==> src/rtl/updown_mod_counter_pkg.sv <==
// Shared encodings for the up/down modulo counter: direction and bound mode.
package updown_mod_counter_pkg;

  localparam logic DIR_DOWN  = 1'b0;
  localparam logic DIR_UP    = 1'b1;

  localparam logic MODE_WRAP = 1'b0;
  localparam logic MODE_SAT  = 1'b1;

endpackage

==> src/rtl/updown_mod_counter.sv <==
// Up/down counter over 0..limit with wrap or saturate, synchronous load/enable,
// registered terminal-count pulse and combinational at-zero/at-limit status.
module updown_mod_counter
  import updown_mod_counter_pkg::*;
#(
  parameter int WIDTH              = 4,
  parameter int unsigned RESET_VAL = 0
) (
  input  logic             clk,
  input  logic             reset,
  input  logic             en,
  input  logic             up,
  input  logic             sat_mode,
  input  logic             load,
  input  logic [WIDTH-1:0] load_val,
  input  logic [WIDTH-1:0] limit,
  output logic [WIDTH-1:0] counter,
  output logic             tc,
  output logic             at_zero,
  output logic             at_limit
);

  localparam logic [WIDTH-1:0] RST_CNT = WIDTH'(RESET_VAL);
  localparam logic [WIDTH-1:0] ONE     = WIDTH'(1);

  logic [WIDTH-1:0] cnt_nxt;
  logic             tc_nxt;

  // Bounds are compared before any add/subtract, so nothing ever overflows WIDTH.
  always_comb begin
    cnt_nxt = counter;
    tc_nxt  = 1'b0;
    if (load) begin
      cnt_nxt = (load_val > limit) ? limit : load_val;
    end else if (en) begin
      if (up == DIR_UP) begin
        if (counter < limit) begin
          cnt_nxt = counter + ONE;
        end else begin
          tc_nxt  = 1'b1;
          cnt_nxt = (sat_mode == MODE_SAT) ? limit : '0;
        end
      end else begin
        if (counter > limit) begin
          // limit dropped below the count while heading down: clamp quietly
          cnt_nxt = limit;
        end else if (counter != '0) begin
          cnt_nxt = counter - ONE;
        end else begin
          tc_nxt  = 1'b1;
          cnt_nxt = (sat_mode == MODE_SAT) ? '0 : limit;
        end
      end
    end
  end

  always_ff @(posedge clk) begin
    if (reset) begin
      counter <= RST_CNT;
      tc      <= 1'b0;
    end else begin
      counter <= cnt_nxt;
      tc      <= tc_nxt;
    end
  end

  assign at_zero  = (counter == '0);
  assign at_limit = (counter == limit);

endmodule

==> config.mk <==
export PLATFORM = sky130hd
export DESIGN_NAME = updown_mod_counter
export DESIGN_NICKNAME = d
export VERILOG_FILES = /design/src/rtl/updown_mod_counter_pkg.sv /design/src/rtl/updown_mod_counter.sv
export SDC_FILE = /design/constraint.sdc
export NUM_CORES = 1
export LEC_CHECK = 0
export CORE_MARGIN = 2
export CORE_UTILIZATION = 45
export DETAILED_ROUTE_END_ITERATION = 8
export PLACE_DENSITY = 0.85
export SYNTH_ARGS = -nofsm -noshare
export SYNTH_HDL_FRONTEND = slang
export SYNTH_SLANG_ARGS = --single-unit
==> constraint.sdc <==
create_clock -name clk -period 4.9 [get_ports clk]
set_input_delay 1.47 -clock clk [delete_from_list [all_inputs] [get_ports clk]]
set_output_delay 1.47 -clock clk [all_outputs]
set_load 0.01 [all_outputs]
# [After elaboration in Yosys (flattened, before gate mapping)]
# Index checks and enable logic that the tools add are counted.
[op_classes] addsub=2 n_lt_le_gt_ge=3 eq_ne=1 mux=13 n_bitwise=1 n_reduce_logical=4
[op_table] operator="4-bit two-way mux" count=9
[op_table] operator="4-bit > comparator" count=2
[op_table] operator="4-bit by 1-bit adder with 4-bit output (second input constant)" count=1
[op_table] operator="4-bit equality test" count=1
[op_table] operator="4-bit logical NOT" count=1
[op_table] operator="4-bit less-than comparator" count=1
[op_table] operator="1-bit two-way mux" count=4
[op_table] operator="4-bit nonzero test" count=1
[op_table] operator="4-bit by 1-bit subtractor with 4-bit output (second input constant)" count=1
[op_table] operator="3-bit OR reduction" count=1
[op_table] operator="2-bit nonzero test" count=1
[op_table] operator="1-bit inverter" count=1
[totals] ff_bits=5 input_bits=14 out_inout_bits=7

# [Logic depth before layout (Yosys ltp)]
# Gate-level depths: netlist of the first run.
[depth] depth_word=6 depth_mapped=7 ltp_nobuf=7

# [Least setup slack after synthesis of the first run]
# No wires, ideal clock.
[synth_path] path_type="input-to-output" start="input port limit[3]" end="output port at_limit" t_arrival_ns=2.212 setup_slack_ns=1.218 cell_stages=4 path_buffers=0 path_cell_list="inv_1 -> ha_1 -> nand4_2 -> inv_1"
[synth_between] elab_chain_cells=1
[synth_rtl] element="start, declared" line="updown_mod_counter.sv:16" rtl="input logic [WIDTH-1:0] limit,"
[synth_rtl] element="4-bit equality test" line="updown_mod_counter.sv:68" rtl="assign at_limit = (counter == limit);"
[synth_rtl] element="end, declared" line="updown_mod_counter.sv:20" rtl="output logic at_limit"
# No other way between the ends.

# [Worst setup path in the final report of the first run]
# Ends and elaborated chain as after synthesis.

==> results.toml, run 1 <==
[status]
status = "finished, final reports clean"

[final_layout]
fill_cells = 143
final_common_cell = "clkdlybuf4s50_1"
num_antenna_cells = 0
final_cell_mix = "20 x clkdlybuf4s50_1, 10 x inv_1, 10 x ha_1"
drive_gt1_share_pct = 8.59
fin_cells = 153
final_nets = 153
areaGrowthSynthToFinish_pct = 32.0
final_util_pct = 63.2

[power_and_ir_drop]
cellPowerDensity_nw_per_um2 = 243
irDropWorstVdd_mv = 0.199
power.total_uw = 262
power_leakage_uw = 0.000456

[critical_path]
slowest_stage = "clkdlybuf4s50_1"
end_kind = "primary output"
cp_num_buf_inv = 4
crit_type = "in -> out"
required_ns = 3.43
crit_chain = "clkdlybuf4s50_1 > inv_1 > ha_1 > nand4_2 > inv_1 > clkdlybuf4s50_1"
path_max_fanout = 5
start_kind = "primary input"
cp_top_family = "buffers and inverters"
cp.arrival_ns = 3.16
max_stage_delay_ns = 0.56

[sta]
finalCritPeriodShare_pct = 94.4
worst_pin_slew_ns = 0.561
finalSetupViolCount = 0
maxSlewViolCount = 0
clock.fmax_ghz = 0.216
period_minus_slack_ns = 4.63
worst_slew_margin_rel_pct = 62.5
rsz0062_at_grt = "false"
finClkSkew_ns = 0.00142
final-hold-violation-count = 0
setup_tns_ns = 0

[clocking]
path_clk_slew_ns = 0.04
htree_num_levels = 1
root_buffer = "clkbuf_4"
cts_sinks = 5
cts_setup_buffers = 0
clockBufferDepth = 2
hold_buffers = 0
numCtsBuffers = 3
clk_latency_ns = 0.24
cts_tree = "done"
postCtsResizedCells = 0

[job]
maxCapViolations = 0

[global_routing]
grt_pass1_wl_mm = 3.57
grt_max_degree = 12
grt_pass1_vias = 838
grt-ovfl-total = 0
grtUsageMet1_pct = 29.7
grt_use_met2_pct = 36.7
grt.total_usage_pct = 22.5
grt.busiest_layer = "met2"
use_met3_pct = 6.67
antenna_found_initial = 0

[floorplan]
start_util_pct = 47.8
io_pins = 21
die_h_um = 46.6
die_w_um = 46.6
die_area_um2 = 2170
core_um2 = 1710
fp-row-count = 15

[drt]
drtIter0Drc = 54
ant_nets = 0
routedWlPerCell_um = 15.0
vias_per_cell = 6.05
drt-total-wl_mm = 2.30
route.detailed.drc = 0
dr.pass1.iters = 4
vias = 925

[synthesis]
synth_area_um2 = 817
ys_ff_latch = 5
synthArstFlopShare_pct = 0
ys_warn_count = 0
syn_area_per_cell_um2 = 7.93
ys_seq_area_share_pct = 12.3
postSynthCellCount = 103
synth_nets = 127
synth-edff-count = 0
synth_cell_types = 41
synth_ff_type = "dfxtp_1"

[placed_design]
place_inst = 149
port_buffers = 20
post-dp-hpwl_mm = 1.75
place_congestion = 0.980

[hold_path]
hp-class = "reg -> reg"
## worst min-delay path, delay by kind of cell (launching register included)
| kind | cells | cell delay, ns |
|---|---|---|
| DFF | 1 | 0.44 |
| and+or+nand+nor | 1 | 0.15 |
| AOI/OAI and AO/OA | 1 | 0.07 |
## metal layers
metal  wire length, µm  part of all wire (%)
met5                 0                     0
met4                 8                  0.35
met2              1030                    45
met1               970                    42
met3               293                    13
## layout make-up
| cell class | instances | area [µm²] | share of cell area (%) |
|---|---|---|---|
| inverters | 10 | 37.5 | 3.48 |
| multi-input cells | 86 | 661 | 61.3 |
| well taps | 25 | 31.3 | 2.90 |
| clock buffers | 4 | 26.3 | 2.44 |
| repair buffers | 23 | 223 | 20.6 |
| flip-flops and latches | 5 | 100 | 9.28 |
## path summary, 6_finish.rpt
path              start    endpoint  slack (ns)  cells after the start
min          counter[3]  counter[3]        0.72                      2
max reg2reg  counter[3]  counter[1]        2.63                      7
min reg2reg  counter[3]  counter[3]        0.72                      2
max            limit[3]    at_limit        0.27                      6
## registers in the layout, summed over array words and instances (netlist names)
register and count:
counter 4, tc 1
## cell families (layout without fill, tap and decap cells)
| group | count (synthesis) | in the layout | synth area share (%) |
|---|---|---|---|
| compound gates | 42 | 42 | 38.0 |
| simple gates | 30 | 30 | 23.1 |
| buf+inv | 12 | 37 | 6.89 |
| fa+ha+maj | 10 | 10 | 15.3 |
| flops | 5 | 5 | 12.3 |
| xor+xnor | 3 | 3 | 3.22 |
| mux | 1 | 1 | 1.23 |
## stage by stage
stage / instance area (µm²) / hold slack (ns) / setup slack [ns]
floorplan: 817 / 0.661 / 1.22
global placement: 1050 / 0.709 / 0.306
detailed placement: 1050 / 0.712 / 0.288
CTS: 1080 / 0.721 / 0.274
global route: 1080 / 0.757 / 0.184
finish: 1080 / 0.725 / 0.274
## power by group
part / leakage, µW / internal, µW / switching (µW)
logic: 0.000400 / 76.1 / 77.1
clock network: 0.0000150 / 30.8 / 17.1
registers: 0.0000413 / 45.9 / 15.2
total: 0.000456 / 153 / 109
## synthesized netlist by cell type, types with 2 or more instances
cell | n | area, µm²
ha_1 | 10 | 125
inv_1 | 10 | 37.5
a21oi_1 | 9 | 45.0
nand2_1 | 6 | 22.5
nor2_1 | 6 | 22.5
o21ai_0 | 6 | 30.0
dfxtp_1 | 5 | 100
a211oi_1 | 4 | 30.0
nor3_1 | 4 | 20.0
a222oi_1 | 3 | 30.0
nand3_1 | 3 | 15.0
o211ai_1 | 3 | 22.5
a311oi_1 | 2 | 17.5
a31oi_1 | 2 | 12.5
nor3b_1 | 2 | 15.0
o32ai_1 | 2 | 17.5
xor2_1 | 2 | 17.5
Power figures use the tool's default switching activity.
==> run 2: changes to the inputs <==
--- a/config.mk
+++ b/config.mk
@@ -12,3 +12,4 @@
 export SYNTH_ARGS = -nofsm -noshare
 export SYNTH_HDL_FRONTEND = slang
 export SYNTH_SLANG_ARGS = --single-unit
+export TNS_END_PERCENT = 30
==> results of run 2 <==
The final DEF is identical to that of run 1; final timing and power are the same.
==> run 3: changes to the inputs <==
--- a/config.mk
+++ b/config.mk
@@ -9,6 +9,7 @@
 export CORE_UTILIZATION = 45
 export DETAILED_ROUTE_END_ITERATION = 8
 export PLACE_DENSITY = 0.85
+export SETUP_SLACK_MARGIN = 0.5
 export SYNTH_ARGS = -nofsm -noshare
 export SYNTH_HDL_FRONTEND = slang
 export SYNTH_SLANG_ARGS = --single-unit
==> run 3 against run 2 <==
  * Die area stayed put
  * Sequential share of layout area is 0.064 points lower
  * First-iteration DRC count is 5.6% lower
  * Clock-buffer cell count stayed put
  * Final cell count stayed put
  * Largest cell class unchanged
  * Combinational power hardly changed
==> results.toml, run 3 (synthesized netlist as in run 1, its figures left out) <==
[sta]
finClkSkew_ns = 0.00101
final-hold-violation-count = 0
maxSlewViolCount = 0
finalCritPeriodShare_pct = 84.2
setup_tns_ns = 0
period_minus_slack_ns = 4.13
worst_pin_slew_ns = 0.568
worst_slew_margin_rel_pct = 62.1
rsz0062_at_grt = "false"
clock.fmax_ghz = 0.242
finalSetupViolCount = 0

[final_layout]
largest_register_ffs = 4
drive_gt1_share_pct = 10.2
final_nets = 153
final_util_pct = 63.6
num_antenna_cells = 0
register_area_um2 = 100
final_common_cell = "clkdlybuf4s50_1"
multi_input_area_um2 = 673
final_cell_mix = "16 x clkdlybuf4s50_1, 9 x inv_1, 9 x a21oi_1, 9 x ha_1"
fin_cells = 153
largest_registers = "counter (4), tc (1)"
fill_cells = 147
final_area_um2 = 1090
areaGrowthSynthToFinish_pct = 32.9
largest-register = "counter"

[critical_path]
r2r-end = "counter[1]"
cp_top_family = "buffers and inverters"
path_max_fanout = 2
crit_chain = "clkdlybuf4s50_1 > ha_1 > nand4_2 > inv_1 > dlygate4sd2_1"
cp_num_buf_inv = 3
end_kind = "primary output"
crit_type = "in -> out"
max_stage_delay_ns = 0.45
start_kind = "primary input"
r2r-start = "counter[3]"
slowest_stage = "clkdlybuf4s50_1"
cp.arrival_ns = 2.66
reg2reg_depth = 7
required_ns = 3.43
rrSetupSlack_ns = 2.65

[placed_design]
place_inst = 149
port_buffers = 20
post-dp-hpwl_mm = 1.75
place_congestion = 0.980
dpl_cell_area_um2 = 1050

[floorplan]
start_util_pct = 47.8
fp-row-count = 15
die_h_um = 46.6
io_pins = 21
core_um2 = 1710
die_w_um = 46.6
die_area_um2 = 2170

[drt]
dr.pass1.iters = 4
ant_nets = 0
drt-total-wl_mm = 2.31
route.detailed.drc = 0
vias = 932
drtIter0Drc = 51
routedWlPerCell_um = 15.1
vias_per_cell = 6.09

[power_and_ir_drop]
p_switching_uw = 110
cellPowerDensity_nw_per_um2 = 243
pwr-share-seq_pct = 23.4
power_leakage_uw = 0.000463
p_int_uw = 153
irDropWorstVdd_mv = 0.200
switching_share_pct = 41.9
clkPwrFrac_pct = 18.2
power.total_uw = 264
pwr-share-comb_pct = 58.4

[global_routing]
grt_pass1_vias = 847
antenna_found_initial = 0
grt_max_degree = 12
grt-ovfl-total = 0
grt_pass1_wl_mm = 3.61
grt.total_usage_pct = 22.8

[clocking]
clk_latency_ns = 0.24
clockBufferDepth = 2
root_buffer = "clkbuf_4"
numCtsBuffers = 3
cts_setup_buffers = 0
cts_tree = "done"
cts_sinks = 5
path_clk_slew_ns = 0.04
htree_num_levels = 1

[hold_path]
holdPathStages = 2
min_to = "counter[3]"
hold_start = "counter[3]"
hp-class = "reg -> reg"

[job]
maxCapViolations = 0

[status]
status = "finished, final reports clean"
run 3: changes by cell type in the layout (fill, tap and decap cells not counted), sizes merged:
cell / delta
dlygate4sd2: +4
clkdlybuf4s50: -4
run 3: stage by stage:
stage          setup WS (ns)  hold WS (ns)
4_1_cts                0.756         0.721
6_report               0.773         0.722
2_1_floorplan           1.22         0.661
5_1_grt                0.691         0.757
3_3_place_gp           0.306         0.709
3_5_place_dp           0.288         0.712
run 3: repair_timing:
item	4_1_cts	5_1_grt
endpoints found under the setup margin	1	0
hold buffers	0	0
gates resized for setup	6	0
run 3: routing by layer:
metal,global-route usage (%),vias to the layer above,wire [µm]
li1,-,455,-
met1,29.9,408,971
met2,37.5,63,1030
met3,6.67,6,281
met4,3.33,0,19
met5,0,-,0
run 3: power by group through the flow:
stage	sequential, µW	combinational (µW)	clock, µW
finish	61.6	154	48.0
global placement	61.2	147	0
CTS	61.2	152	49.5
detailed placement	61.5	150	0
floorplan	54.8	103	0
global route	62.4	170	53.1
run 3: how the worst max path moves through the flow:
stage | start | end | slack (ns) | depth (start not counted)
after floorplan | limit[3] | at_limit | 1.22 | 4
after global placement | limit[2] | at_limit | 0.31 | 6
after detailed placement | limit[2] | at_limit | 0.29 | 6
after CTS | limit[0] | at_limit | 0.76 | 5
after global routing | limit[0] | at_limit | 0.69 | 5
final | limit[0] | at_limit | 0.77 | 5
run 3: layout make-up:
type	count	share of cell area (%)
Clock buffer	4	2.42
Inverter	10	3.46
Multi-Input combinational cell	86	62.0
Sequential cell	5	9.22
Tap cell	25	2.88
Timing Repair Buffer	23	20.0
run 3: worst register-to-register path: cells and delay by family, from the launching register on:
family / cells / cell delay [ns]
adder cells (fa/ha/maj): 1 / 0.35
AND/OR/NAND/NOR: 1 / 0.22
buffers and inverters: 1 / 0.17
flip-flops: 1 / 0.59
AO/OA/AOI/OAI: 4 / 0.80
